<file path="config.mk">
export PLATFORM = sky130hd
export DESIGN_NAME = msk_rnd_prng
export DESIGN_NICKNAME = d
export VERILOG_FILES = /design/src/rtl/msk_prng_pkg.sv /design/src/rtl/msk_lfsr_step.sv /design/src/rtl/msk_rnd_prng.sv
export SDC_FILE = /design/constraint.sdc
export NUM_CORES = 1
export LEC_CHECK = 0
export BUFFER_PORTS_ARGS = -buffer_cell sky130_fd_sc_hd__buf_2
export CAP_MARGIN = 20
export CORE_ASPECT_RATIO = 0.9
export CORE_MARGIN = 1.5
export CORE_UTILIZATION = 34
export CTS_CLUSTER_DIAMETER = 30
export DETAILED_ROUTE_END_ITERATION = 8
export GPL_ROUTABILITY_DRIVEN = 0
export MAX_ROUTING_LAYER = met4
export PLACE_DENSITY = 0.47
export REMOVE_ABC_BUFFERS = 1
export SYNTH_ARGS = -nofsm -noshare
export SYNTH_HDL_FRONTEND = slang
export SYNTH_SLANG_ARGS = --single-unit
</file>
<file path="constraint.sdc">
create_clock -name clk -period 4.5 [get_ports clk]
set_clock_uncertainty 0.15 [all_clocks]
set_input_delay 0.225 -clock clk [delete_from_list [all_inputs] [get_ports clk]]
set_output_delay 0.225 -clock clk [all_outputs]
set_load 0.02 [all_outputs]
</file>
<file path="src/rtl/msk_prng_pkg.sv">
// Shared definitions for the masked-gadget randomness source.
//   - prng_state_e : controller states (IDLE, LOAD, WARMUP, RUN)
//   - LFSR_W, SEED_WORDS, LFSR_FALLBACK : generator geometry and zero-seed substitute
//   - TAP0..TAP3 : Fibonacci feedback taps of the 128-bit LFSR
//   - rnd_width(d) : fresh bits per cycle needed by a d-share gadget
package msk_prng_pkg;

    typedef enum logic [1:0] {
        ST_IDLE   = 2'd0,
        ST_LOAD   = 2'd1,
        ST_WARMUP = 2'd2,
        ST_RUN    = 2'd3
    } prng_state_e;

    localparam int LFSR_W     = 128;
    localparam int SEED_WORDS = 4;

    localparam int TAP0 = 127;
    localparam int TAP1 = 125;
    localparam int TAP2 = 100;
    localparam int TAP3 = 98;

    // All-zero is the LFSR's lock-up state, so a zero seed is replaced by this.
    localparam logic [LFSR_W-1:0] LFSR_FALLBACK = 128'h1;

    function automatic int rnd_width(input int d);
        return d * (d - 1);
    endfunction

endpackage

</file>
<file path="src/rtl/msk_lfsr_step.sv">
// N unrolled Fibonacci steps of the 128-bit LFSR, purely combinational.
//   state_i : current LFSR state
//   state_o : state after N steps; each step shifts left and inserts
//             s[127]^s[125]^s[100]^s[98] at bit 0
module msk_lfsr_step
    import msk_prng_pkg::*;
#(
    parameter int N = 1
) (
    input  logic [LFSR_W-1:0] state_i,
    output logic [LFSR_W-1:0] state_o
);

    logic [LFSR_W-1:0] chain [0:N];

    assign chain[0] = state_i;

    generate
        for (genvar gi = 0; gi < N; gi++) begin : g_step
            assign chain[gi+1] = {chain[gi][LFSR_W-2:0],
                                  chain[gi][TAP0] ^ chain[gi][TAP1] ^
                                  chain[gi][TAP2] ^ chain[gi][TAP3]};
        end
    endgenerate

    assign state_o = chain[N];

endmodule

</file>
<file path="src/rtl/msk_rnd_prng.sv">
// Fresh-randomness source feeding the rnd input of a masked gadget.
// A 128-bit LFSR is seeded by four 32-bit words (word 0 = LSBs), warmed up
// for WARMUP discarded advances, then produces RND_W bits per enabled cycle.
//   clk, rst_n             : clock, asynchronous active-low reset
//   seed_in/valid/ready    : seed word handshake
//   en                     : advance generator and refresh rnd (RUN only)
//   rnd, rnd_valid         : registered random bits and freshness flag
//   busy                   : high while loading or warming up
module msk_rnd_prng
    import msk_prng_pkg::*;
#(
    parameter int d      = 2,
    parameter int RND_W  = rnd_width(d),
    parameter int WARMUP = 128
) (
    input  logic             clk,
    input  logic             rst_n,
    input  logic [31:0]      seed_in,
    input  logic             seed_valid,
    output logic             seed_ready,
    input  logic             en,
    output logic [RND_W-1:0] rnd,
    output logic             rnd_valid,
    output logic             busy
);

    prng_state_e       state_q, state_d;
    logic [LFSR_W-1:0] lfsr_q, lfsr_d;
    logic [1:0]        wcnt_q, wcnt_d;
    logic [7:0]        wup_q, wup_d;
    logic [RND_W-1:0]  rnd_q, rnd_d;
    logic              rnd_valid_q, rnd_valid_d;

    logic [LFSR_W-1:0] lfsr_adv;
    logic [LFSR_W-1:0] seed_full;
    logic              xfer;

    // One advance = RND_W steps; shared by warm-up and run.
    msk_lfsr_step #(.N(RND_W)) u_step (
        .state_i (lfsr_q),
        .state_o (lfsr_adv)
    );

    assign seed_ready = (state_q != ST_WARMUP);
    assign busy       = (state_q == ST_LOAD) || (state_q == ST_WARMUP);
    assign xfer       = seed_valid && seed_ready;
    // Complete state as it stands once the final word lands.
    assign seed_full  = {seed_in, lfsr_q[95:0]};

    always_comb begin
        state_d     = state_q;
        lfsr_d      = lfsr_q;
        wcnt_d      = wcnt_q;
        wup_d       = wup_q;
        rnd_d       = rnd_q;
        rnd_valid_d = rnd_valid_q;
        case (state_q)
            ST_IDLE, ST_RUN: begin
                // A new seed wins over en: write word 0, no advance.
                if (xfer) begin
                    lfsr_d[31:0] = seed_in;
                    wcnt_d       = 2'd1;
                    rnd_d        = '0;
                    rnd_valid_d  = 1'b0;
                    state_d      = ST_LOAD;
                end else if (state_q == ST_RUN && en) begin
                    lfsr_d      = lfsr_adv;
                    rnd_d       = lfsr_adv[RND_W-1:0];
                    rnd_valid_d = 1'b1;
                end
            end
            ST_LOAD: begin
                if (xfer) begin
                    lfsr_d[{wcnt_q, 5'b0} +: 32] = seed_in;
                    wcnt_d = wcnt_q + 2'd1;
                    if (wcnt_q == 2'(SEED_WORDS - 1)) begin
                        lfsr_d  = (seed_full == '0) ? LFSR_FALLBACK : seed_full;
                        wup_d   = 8'(WARMUP);
                        state_d = (WARMUP == 0) ? ST_RUN : ST_WARMUP;
                    end
                end
            end
            ST_WARMUP: begin
                lfsr_d = lfsr_adv;
                wup_d  = wup_q - 8'd1;
                if (wup_q == 8'd1) begin
                    state_d = ST_RUN;
                end
            end
            default: state_d = ST_IDLE;
        endcase
    end

    always_ff @(posedge clk or negedge rst_n) begin
        if (!rst_n) begin
            state_q     <= ST_IDLE;
            lfsr_q      <= '0;
            wcnt_q      <= '0;
            wup_q       <= '0;
            rnd_q       <= '0;
            rnd_valid_q <= 1'b0;
        end else begin
            state_q     <= state_d;
            lfsr_q      <= lfsr_d;
            wcnt_q      <= wcnt_d;
            wup_q       <= wup_d;
            rnd_q       <= rnd_d;
            rnd_valid_q <= rnd_valid_d;
        end
    end

    assign rnd       = rnd_q;
    assign rnd_valid = rnd_valid_q;

endmodule

</file>
# --- Yosys cells after proc, flatten, opt, wreduce, memory -nomap -nowiden ---
# Cells that the tools add are included.
classes:
  bitwise_logic: 6
  n_eq_ne: 14
  n_mux: 22
  shifts: 2
  n_addsub: 3
  reduce_logical: 16
ops:
  columns: ["op", "n"]
  rows:
  - ["$mux W128", 4]
  - ["$pmux W128 S3", 1]
  - ["$bwmux W128", 1]
  - ["$logic_not A128 Y1", 1]
  - ["$shift A32 B9 Y128 const A", 1]
  - ["$shiftx A32 B9 Y128", 1]
  - ["$mux W96", 1]
  - ["$mux W32", 1]
  - ["$mux W8", 2]
  - ["$pmux W8 S2", 1]
  - ["$mux W2", 7]
  - ["$reduce_and A3 Y1", 4]
  - ["$ne A2 B2 Y1 const B", 5]
  - ["$neg A7 Y9", 1]
  - ["$eq A8 B1 Y1 const B", 1]
  - ["$reduce_and A4 Y1", 2]
  - ["$sub A8 B1 Y8 const B", 1]
  - ["$eq A2 B2 Y1 const B", 3]
  - ["$pmux W2 S3", 1]
  - ["$reduce_bool A2 Y1", 3]
  - ["$xor A1 B1 Y1", 6]
  - ["$ne A2 B1 Y1 const B", 2]
  - ["$pmux W2 S2", 1]
  - ["$ne A3 B2 Y1 const B", 1]
  - ["other kinds (9)", 11]
word_totals:
  register_bits: 143
  wordCells: 71
  input_bits: 36

# --- Logic depth before layout (Yosys ltp) ---
# Gate-level depths: netlist (run 1).
logic_depth:
  ltp_word: 6
  depth_mapped: 10
  depth_no_buf: 8

# --- By module ---
# Synthesis (run 1) repeated with hierarchy kept, for this count alone.
unflattened:
  cells_unflattened: 1029
  hier_area_um2: 9168.8
modules_own_cells:
  columns: ["mod", "n_inst", "area_per_inst_um2", "cells_per_inst"]
  rows:
  - ["msk_rnd_prng", 1, 8170.3, 897]
  - ["msk_lfsr_step", 1, 998.5, 132]

# --- Worst setup path before layout (run 1) ---
# Ideal clock, no wire load.
synth_timing:
  path_kind: "register to register"
  from: "register state_q[0]"
  to: "register lfsr_q[10]"
  n_path_buf: 3
  t_arrival_ps: 2295
  setup_slack_ps: 1925
  stages_incl_launch_ff: 11
  path_cell_list: "dfrtp_1 inv_1 ha_1 clkbuf_1 clkinv_1 nand3_1 buf_2 nor2_1 a211o_1 clkbuf_1 o2bb2ai_1"
synth_via:
  elab_chain_len: 4
  elab_cells_between_ends: 14
synth_rtl:
  columns: ["element", "line", "text"]
  rows:
  - ["start, declared", "msk_rnd_prng.sv:27", "prng_state_e state_q, state_d;"]
  - ["start signal, assigned", "msk_rnd_prng.sv:103", "state_q <= state_d;"]
  - ["$eq A2 B2 Y1 (tied with other cells)", "msk_rnd_prng.sv:57, msk_rnd_prng.sv:66", null]
  - ["$reduce_or A2 Y1 (tied with other cells)", "msk_rnd_prng.sv:57", "case (state_q)"]
  - ["$ne A3 B3 Y1 (no line) (tied with other cells)", null, null]
  - ["$reduce_and A3 Y1 (no line) / $pmux W128 S3 (equally long branches)", null, null]
  - ["end signal, assigned", "msk_rnd_prng.sv:104", "lfsr_q <= lfsr_d;"]
  - ["end, declared", "msk_rnd_prng.sv:28", "logic [LFSR_W-1:0] lfsr_q, lfsr_d;"]
# Several ways; a longest one is shown, not always the timed one.
# A chain may end at the register's enable or synchronous reset.

# --- Worst setup path after layout (run 1) ---
layout_timing:
  from: "register lfsr_q[62]"
  to: "register lfsr_q[82]"
layout_via:
  elab_chain_len: 3
layout_rtl:
  columns: ["element", "line", "text"]
  rows:
  - ["$logic_not A128 Y1", "msk_rnd_prng.sv:77", "lfsr_d = (seed_full == '0) ? LFSR_FALLBACK : seed_full;"]
  - ["$ne A3 B2 Y1 (no line)", null, null]
  - ["$reduce_and A4 Y1 (no line)", null, null]
# No other way between the ends.

==> results.md, run 1 <==
- Status: finished with violations
- Failing checks: design-rule violations
- Synth Instances: 903
- Pin count of the biggest net entering global routing: 66
- CP dominant cell by count: nor4_1
- Drt total wl: 26,400 um
- Tcrit/Tclk final: 71.14%
- Antenna violation net count after detailed routing: 0
- Gr ovfl total: 0
- Fin. Hold Viols: 0
- Count of cell types in the netlist: 44
- Critical Path Stages: 7
- Area Overhead vs Synth: 14.22%
- P per Cell Area: 818.0 nW/um^2
- R2R cell count: 7
- Most instantiated cells after synthesis: dfrtp_1 (143), nand2_1 (113), o21ai_0 (109)
- Setup TNS: 0 ps
- GRT Total Usage: 22.71%
- First-pass GRT wire length: 41,810 um
- Number of setup buffers added after CTS: 0
- Antenna violations before repair: 0
- DR WL/cell: 21.50 um
- P_leak: 3.866 nW
- CTS Buf Count: 17
- Maximum vdd drop: 558.7 uV
- Fin nets: 962
- Drc violations: 1
- Initial Utilization: 34.74%
- Total vias in the final route: 6,945
- Cell family with most CP delay: simple AND/OR/NAND/NOR gates
- Post-synthesis async set-or-reset flop share: 100.0%
- CTS Root Cell: clkbuf_16
- Die area: 24,930 sq um
- WHS: 62.14 ps
- Clock Latency Late Sink: 430 ps
- First DRT Iteration DRCs: 625
- # IOs: 41
- Placeable Area: 23,480 sq um
- Max stage delay on crit path: 600 ps
- Critical path's slowest cell: nor4_1
- Tot Pwr: 7.620 mW
- Post-synth EDFFs: 0
- DRT Pass-1 Iters: 9
- DP HPWL: 16,620 um
- Yosys Warn Count: 0
- Max-cap violations: 0
- Hold Path Depth: 3
- Hold WC Path Type: in -> reg
- Die Height: 149.9 um
- Htree depth: 4
- Row count: 53
- Post-synth top area cell: dfrtp_1
- Critical Path RT: 4660 ps
- Most common cell in the netlist: dfrtp_1
- RSZ-0062 raised after global routing: false
- Ys flop type: dfrtp_1
- WP data arrival: 3360 ps
- Critical path, cell by cell: nor4_1 > nand4_1 > nor4_1 > a21oi_1 > a21oi_4 > buf_12 > mux2_2
- Sequential fraction of the synthesis area: 43.88%
- Final Critical Period: 3201 ps
- Max_slew headroom: 43.77%
- Setup violators final: 0
- Mapped Area: 8155 sq um
- Critical setup path kind: reg -> reg
- Top post-synthesis cells by area: dfrtp_1 (44%), mux2_2 (8.0%), o21ai_0 (6.7%)
- Number of synthesized register bits: 143
- Yosys top cell area share: 43.88%
- Worst-case clock buffer depth: 2
- Maximum clock rate: 312.4 MHz
- Clk sinks: 143
- Crit path launch type: register
- TritonCTS clock tree: done
- Share of cells above drive strength 1: 16.74%
- Ant diodes: 0
- Number of global-route vias before repair: 6,689
- PortBufs: 40
- Die W: 166.3 um
- Worst Setup End Kind: register
- Crit-path max FO: 64
- Vias per Instance: 5.656
- Syn avg cell area: 9.031 sq um
- Worst-margin pin slew: 842.7 ps
- Final slew viol count: 0
- Clock slew at reported path FFs: 60 ps
- WP buf/inv: 1
## area by class of cell
class	instances	area (sq um)
fillers	2406	14160
multi-input cells	681	4298
flip-flops and latches	143	3578
clock buffers	21	450.4
repair buffers	60	406.6
well taps	302	377.9
clock inverters	10	162.7
inverters	11	41.29
## cell usage in the layout, fill, tap and decap left out, types with 15 or more instances in the layout
master,instances
dfrtp_1,143
mux2_2,58
nor2_1,41
clkbuf_16,17
nor4_1,35
nand2_1,111
a21oi_1,99
buf_4,15
buf_2,39
o2bb2ai_1,31
o21ai_0,108
a22oi_1,64
nor2b_1,66
## cells by family after synthesis
logic type	after synthesis	synth area share (%)
AO/OA/AOI/OAI	317	23.49
buffers and inverters	79	4.112
flip-flops	143	43.88
AND/OR/NAND/NOR	277	16.66
multiplexers	64	8.837
adder cells (fa/ha/maj)	12	1.841
XOR/XNOR	11	1.181
## per-layer routing
| metal | wire [um] | vias up | global-route usage [%] |
|---|---|---|---|
| met1 | 13000 | 3468 | 32.62 |
| li1 | - | 3291 | - |
| met5 | 0 | - | - |
| met4 | 297 | 0 | 5.227 |
| met2 | 11840 | 156 | 33.42 |
| met3 | 1264 | 30 | 3.729 |
## timing repair
item	in CTS	in global routing
setup endpoints to repair	0	0
hold buffers	2	0
endpoints found under the hold margin	60	0
resized for setup	0	0
## where the power goes
part	switching (mW)	internal, mW
registers	0.500	1.76
logic	2.45	1.37
clock network	0.596	0.940
## worst min-delay path, cell delays in order
cell       delay [ps]
buf_2             160
a22oi_1            90
o2bb2ai_1         130
## registers in the layout (all words and copies together), names as in the netlist
register and flops:
lfsr_q 128, wup_q 8, rnd 2, state_q 2, wcnt_q 2, rnd_valid 1
## final timing paths
check	startpoint	slack, ps	to
worst max register to register	lfsr_q[62]	1300	lfsr_q[82]
min in group asynchronous	rst_n	200	wup_q[2]
worst min register to register	rnd[0]	350	rnd[0]
worst min-delay path	seed_in[5]	60	lfsr_q[5]
max in group asynchronous	rst_n	2950	lfsr_q[78]
worst max-delay path	lfsr_q[62]	1300	lfsr_q[82]
## per-stage QoR
| step | worst slack, ps | util [%] | instances | cell area (sq um) |
|---|---|---|---|---|
| 2_1_floorplan | 80.35 | - | 835 | 7861 |
| 3_5_place_dp | 1263 | 36.87 | 1194 | 8655 |
| 5_1_grt | 1167 | 39.68 | 1228 | 9315 |
| 4_1_cts | 1237 | 39.56 | 1227 | 9288 |
| 3_3_place_gp | 1284 | 36.87 | 1194 | 8655 |
| 6_report | 1299 | 39.68 | 1228 | 9315 |
Note: power is estimated with default switching activity, not from simulation.
==> run 2: changes to the inputs <==
==> constraint.sdc (replaced) <==
create_clock -name clk -period 3.2 [get_ports clk]
set_clock_uncertainty 0.15 [all_clocks]
set_input_delay 0.16 -clock clk [delete_from_list [all_inputs] [get_ports clk]]
set_output_delay 0.16 -clock clk [all_outputs]
set_load 0.02 [all_outputs]
==> run 2 against run 1 <==
Effect of this change: the flow still finishes with violations (design-rule violations); hold slack got worse by 49 ps; final cell count increased by 0.81%; non-clock buffer count increased by 9; total power increased by 40%; critical path depth unchanged; register-to-register slack got worse by 1100 ps; sequential share of layout area decreased by 0.19 points; first-iteration DRC count decreased by 6.6%; clock-buffer cell count increased by 5; sequential cell count unchanged; critical path type unchanged; largest cell class unchanged; largest power group unchanged; highest routed layer unchanged.
==> results.md, run 2 (synthesized netlist as in run 1, its figures left out) <==
- Antenna violations before repair: 0 (unchanged)
- Clk sinks: 143 (unchanged)
- Maximum clock rate: 331.2 MHz (+6.0%)
- Largest register FFs: 128 (unchanged)
- Placeable Area: 23,480 sq um (unchanged)
- R2r setup slk: 180 ps (-1120 ps)
- Fin nets: 971 (+0.94%)
- Drc violations: 1 (unchanged)
- Largest regs: lfsr_q (128), wup_q (8)
- DP HPWL: 17,360 um (+4.4%)
- Failing checks: design-rule violations
- CTS Buf Count: 17 (unchanged)
- Number of global-route vias before repair: 6,724 (+0.52%)
- Die W: 166.3 um (unchanged)
- WP data arrival: 3170 ps (-190 ps)
- Gr ovfl total: 0 (unchanged)
- Total vias in the final route: 7,020 (+1.1%)
- Final Instance Area: 9361 sq um (+0.50%)
- Max_slew headroom: 57.25% (+13 points)
- Fin. Hold Viols: 0 (unchanged)
- CTS Root Cell: clkbuf_16
- Area Overhead vs Synth: 14.79%
- Worst Setup End Kind: register
- R2R cell count: 7 (unchanged)
- Vias per Instance: 5.670 (+0.26%)
- First-pass GRT wire length: 41,660 um (-0.38%)
- Critical Path RT: 3350 ps (-1310 ps)
- Tot Pwr: 10.68 mW (+40%)
- RSZ-0062 raised after global routing: false
- Share of cells above drive strength 1: 17.20% (+0.46 points)
- Post-CTS sizing: 0 (unchanged)
- Worst R2R Start: lfsr_q[94]
- GRT Total Usage: 22.55% (-0.16 points)
- DR WL/cell: 21.38 um (-0.54%)
- P per Cell Area: 1141 nW/um^2 (+39%)
- Final slew viol count: 0 (unchanged)
- Filler cells: 2,373 (-1.4%)
- Ant diodes: 0 (unchanged)
- Setup TNS: 0 ps (unchanged)
- Clock Latency Late Sink: 420 ps (about the same)
- Worst setup startpoint: lfsr_q[94]
- Status: finished with violations
- Drt total wl: 26,470 um (+0.27%)
- DRT Pass-1 Iters: 7 (-2)
- TritonCTS clock tree: done
- Die Height: 149.9 um (unchanged)
- Worst setup path endpoint: lfsr_q[62]
- Most frequent cells in the layout: dfrtp_1 (143), nand2_1 (111), o21ai_0 (108)
- Commonest non-fill, non-tap cell in the layout: dfrtp_1
- Worst-margin pin slew: 641.2 ps (-201.5 ps)
- Antenna violation net count after detailed routing: 0 (unchanged)
- P_leak: 3.899 nW (+0.86%)
- Dpl cell area: 8780 sq um (+1.4%)
- Setup violators final: 0 (unchanged)
- PortBufs: 40 (unchanged)
- Worst-case clock buffer depth: 2 (unchanged)
- Biggest register: lfsr_q
- # IOs: 41 (unchanged)
- Max-cap violations: 0 (unchanged)
- Pin count of the biggest net entering global routing: 65 (-1.5%)
- Final Critical Period: 3020 ps (-181.7 ps)
- Htree depth: 4 (unchanged)
- First DRT Iteration DRCs: 584 (-6.6%)
- Tcrit/Tclk final: 94.36% (+23 points)
- Placed cells: 1,204 (+0.84%)
- Die area: 24,930 sq um (unchanged)
- Maximum vdd drop: 633.3 uV (+13%)
- Critical setup path kind: reg -> reg
- Row count: 53 (unchanged)
- Non-filler instance count after layout: 1,238 (+0.81%)
- Clock slew at reported path FFs: 60 ps (about the same)
- Post-layout util: 39.88% (+0.20 points)
- R2r endpoint: lfsr_q[62]
- Crit path launch type: register
- Initial Utilization: 34.74% (unchanged)
- Hold WC Path Type: in -> reg
- Crit-path max FO: 34 (-47%)
[run 2: cell types whose count changed in the layout (fill, tap and decap cells not counted)]
cell / delta
buf_4: +6
buf_12: +4
clkbuf_1: +4
bufinv_16: -2
clkinv_4: -2
buf_16: -1
clkbuf_8: +1
clkinv_2: +1
clkinvlp_4: -1
[run 2: where the power goes]
part           leakage (nW)  switching [mW]  total, mW  internal (mW)
Sequential             1.94           0.716       3.20           2.48
Clock                 0.272           0.783       1.97           1.19
Combinational          1.68            3.45       5.51           2.07
Total                  3.90            4.95       10.7           5.73
[run 2: layer usage]
| layer | wire [um] | part of all wire, % | vias to the layer above | track usage, % |
|---|---|---|---|---|
| li1 | - | - | 3320 | - |
| met1 | 13350 | 50 | 3533 | 31.96 |
| met2 | 11620 | 44 | 155 | 33.25 |
| met3 | 1309 | 4.9 | 12 | 5.025 |
| met4 | 193 | 0.73 | 0 | 3.909 |
| met5 | 0 | 0 | - | - |
[run 2: cell type report]
cell class | count | area, sq um | share of cell area, %
repair buffers | 69 | 504.2 | 5.386
clock inverters | 6 | 82.58 | 0.8821
inverters | 11 | 41.29 | 0.4411
well taps | 302 | 377.9 | 4.036
flip-flops and latches | 143 | 3578 | 38.23
multi-input cells | 681 | 4298 | 45.91
clock buffers | 26 | 479.2 | 5.119
[run 2: per-stage QoR]
step	worst slack (ps)	hold WS, ps
4_1_cts	177.8	2.462
5_1_grt	75.73	26.03
3_3_place_gp	140.7	48.43
3_5_place_dp	202.3	48.49
2_1_floorplan	-1220	-285.6
6_report	180.4	13.36
[run 2: worst min-delay path by stage]
| stage | from | end | slack (ps) | cells past startpoint |
|---|---|---|---|---|
| global placement | rst_n | wup_q[4] | 50 | 1 |
| detailed placement | rst_n | wup_q[6] | 50 | 1 |
| CTS | seed_in[21] | lfsr_q[21] | 2 | 3 |
| floorplan | rst_n | lfsr_q[0] | -290 | 0 |
| global route | seed_in[23] | lfsr_q[23] | 30 | 3 |
| finish | seed_in[21] | lfsr_q[21] | 10 | 3 |
[run 2: critical path, cell delays in order, from the launching register on]
cell and delay [ps]:
dfrtp_1 410, nor4_1 470, nand4_1 210, nor4_1 490, a21oi_1 220, a21oi_4 300
buf_12 260, mux2_2 360
[run 2: timing repair]
action	4_1_cts	5_1_grt
endpoints found under the hold margin	58	0
setup buffers	0	0
setup endpoints to repair	0	0
hold buffers	2	0
==> run 3: changes to the inputs <==
==> constraint.sdc (replaced) <==
create_clock -name clk -period 3.1 [get_ports clk]
set_clock_uncertainty 0.15 [all_clocks]
set_input_delay 0.155 -clock clk [delete_from_list [all_inputs] [get_ports clk]]
set_output_delay 0.155 -clock clk [all_outputs]
set_load 0.02 [all_outputs]
==> run 3 against run 2 <==
Effect of this change: the flow still finishes with violations (design-rule violations); register-to-register slack better by 80 ps; global-route usage shrank 0.19 points; critical path depth unchanged; wire length decreased by 1.8%; hold slack better by 9.5 ps; first-iteration DRC count fell by 14%; die area unchanged; non-clock buffer count increased by 4; critical path type unchanged; critical endpoint is now lfsr_q[74]; largest cell class unchanged; largest power group unchanged.
==> results.md, run 3 (synthesized netlist as in run 1, its figures left out) <==
- GR Util met1: 32.26% (+0.30 points)
- Worst-case clock buffer depth: 2 (unchanged)
- GRT met2 Usage: 33.50% (+0.25 points)
- Crit path launch type: register
- Most frequent cells in the layout: dfrtp_1 (143), nand2_1 (111), o21ai_0 (108)
- CP dominant cell by count: nor4_1
- Biggest register: lfsr_q
- Clock slew at reported path FFs: 60 ps (about the same)
- Worst Setup End Kind: register
- Critical Path RT: 3260 ps (-90 ps)
- Die W: 166.3 um (unchanged)
- DR WL/cell: 20.94 um (-2.1%)
- Ant diodes: 0 (unchanged)
- Placed cells: 1,208 (+0.33%)
- Total vias in the final route: 6,937 (-1.2%)
- Drc violations: 1 (unchanged)
- Commonest non-fill, non-tap cell in the layout: dfrtp_1
- Hold WC Path Type: in -> reg
- Drt total wl: 26,010 um (-1.8%)
- Non-filler instance count after layout: 1,242 (+0.32%)
- Die area: 24,930 sq um (unchanged)
- CTS Root Cell: clkbuf_16
- # IOs: 41 (unchanged)
- Max-cap violations: 0 (unchanged)
- WP data arrival: 3000 ps (-170 ps)
- Final Critical Period: 2844 ps (-175.6 ps)
- Area Overhead vs Synth: 15.57%
- Gr ovfl total: 0 (unchanged)
- Placeable Area: 23,480 sq um (unchanged)
- Final Instance Area: 9425 sq um (+0.68%)
- Fin nets: 975 (+0.41%)
- Reg area: 3578 sq um (unchanged)
- Filler cells: 2,413 (+1.7%)
- Multi-input logic area: 4298 sq um (unchanged)
- Critical path, cell by cell: nor4_1 > nand4_1 > nor4_1 > a21oi_1 > a21oi_4 > buf_12 > mux2_2
- Largest regs: lfsr_q (128), wup_q (8)
- Number of global-route vias before repair: 6,737 (+0.19%)
- Dpl cell area: 8822 sq um (+0.48%)
- Met3 usage: 2.803% (-2.2 points)
- DRT Pass-1 Iters: 7 (unchanged)
- Max_slew headroom: 60.27% (+3.0 points)
- First-pass GRT wire length: 41,600 um (-0.13%)
- Setup violators final: 0 (unchanged)
- Critical setup path kind: reg -> reg
- Initial Utilization: 34.74% (unchanged)
- Htree depth: 4 (unchanged)
- Failing checks: design-rule violations
- Worst-margin pin slew: 596.0 ps (-45.27 ps)
- Fin. Hold Viols: 0 (unchanged)
- Share of cells above drive strength 1: 18.09% (+0.88 points)
- P_leak: 3.916 nW (+0.42%)
- Maximum vdd drop: 518.6 uV (-18%)
- RSZ-0062 raised after global routing: false
- Row count: 53 (unchanged)
- Antenna violations before repair: 0 (unchanged)
- TritonCTS clock tree: done
- Critical path's slowest cell: nor4_1
- Status: finished with violations
- Clock Latency Late Sink: 430 ps (about the same)
- Max stage delay on crit path: 440 ps (-50 ps)
- Tcrit/Tclk final: 91.74% (-2.6 points)
- Maximum clock rate: 351.6 MHz (+6.2%)
- First DRT Iteration DRCs: 503 (-14%)
- Antenna violation net count after detailed routing: 0 (unchanged)
- GRT Total Usage: 22.36% (-0.19 points)
- Cell family with most CP delay: simple AND/OR/NAND/NOR gates
- CTS Buf Count: 17 (unchanged)
- Clk sinks: 143 (unchanged)
- Pin count of the biggest net entering global routing: 65 (unchanged)
- Die Height: 149.9 um (unchanged)
- DP HPWL: 17,050 um (-1.8%)
- Crit-path max FO: 31 (-8.8%)
- WP buf/inv: 1 (unchanged)
- Largest register FFs: 128 (unchanged)
- P per Cell Area: 1171 nW/um^2 (+2.7%)
- Vias per Instance: 5.585 (-1.5%)
- Most used routing layer: met2
- PortBufs: 40 (unchanged)
- Final slew viol count: 0 (unchanged)
[run 3: cell types whose count changed in the layout (fill, tap and decap cells not counted)]
cell        previous run  this run
clkinvlp_4             1         6
clkbuf_1               7         2
inv_6                  0         2
buf_12                 6         7
buf_4                 21        24
clkinv_2               3         1
clkbuf_8               2         1
clkinv_4               0         1
[run 3: final cells by class]
class	instances	area share [%]
sequential	143	37.97
timing repair buffer	73	5.801
clock buffer	20	4.739
inverter	11	0.4381
tap	302	4.009
multi-input combinational	681	45.60
clock inverter	12	1.447
[run 3: worst register-to-register path, stage by stage, from the launching register on]
cell	delay, ps
dfrtp_1	410
nor4_1	380
nand4_1	210
nor4_1	440
a21oi_1	220
a21oi_4	280
buf_12	250
mux2_2	390
[run 3: timing repair]
item                                   CTS  global route
gates resized for setup                  0             0
endpoints found under the hold margin   56             0
buffers inserted                         0             0
hold buffers                             2             0
[run 3: stage by stage]
stage / worst slack, ps / setup TNS, ps / total power, mW / utilization, % / hold slack, ps
final: 256.0 / 0 / 11.04 / 40.15 / 22.85
after CTS: 277.1 / 0 / 11.11 / 40.15 / 2.911
after detailed placement: 311.2 / 0 / 9.022 / 37.58 / 38.41
after global routing: 47.13 / 0 / 11.86 / 40.15 / 40.94
after floorplan: -1320 / -111660 / 6.466 / - / -290.6
after global placement: 340.6 / 0 / 9.003 / 37.58 / 32.76
[run 3: power breakdown]
part / internal, mW / switching [mW]
clock network: 1.21 / 0.850
logic: 2.18 / 3.53
registers: 2.56 / 0.712
total: 5.95 / 5.09
[run 3: worst paths after layout]
kind	startpoint	end	slack, ps	depth (start not counted)
min in group asynchronous	rst_n	wup_q[3]	140	2
max	lfsr_q[89]	lfsr_q[74]	260	7
min reg2reg	rnd[0]	rnd[0]	350	1
max reg2reg	lfsr_q[89]	lfsr_q[74]	260	7
max in group asynchronous	rst_n	lfsr_q[119]	1930	3
min	seed_in[3]	lfsr_q[3]	20	3
[run 3: metal layers]
metal | vias to the layer above | share of wire, %
met5 | - | 0
met4 | 0 | 1.0
met3 | 18 | 2.6
met2 | 118 | 45
met1 | 3476 | 51
li1 | 3325 | -
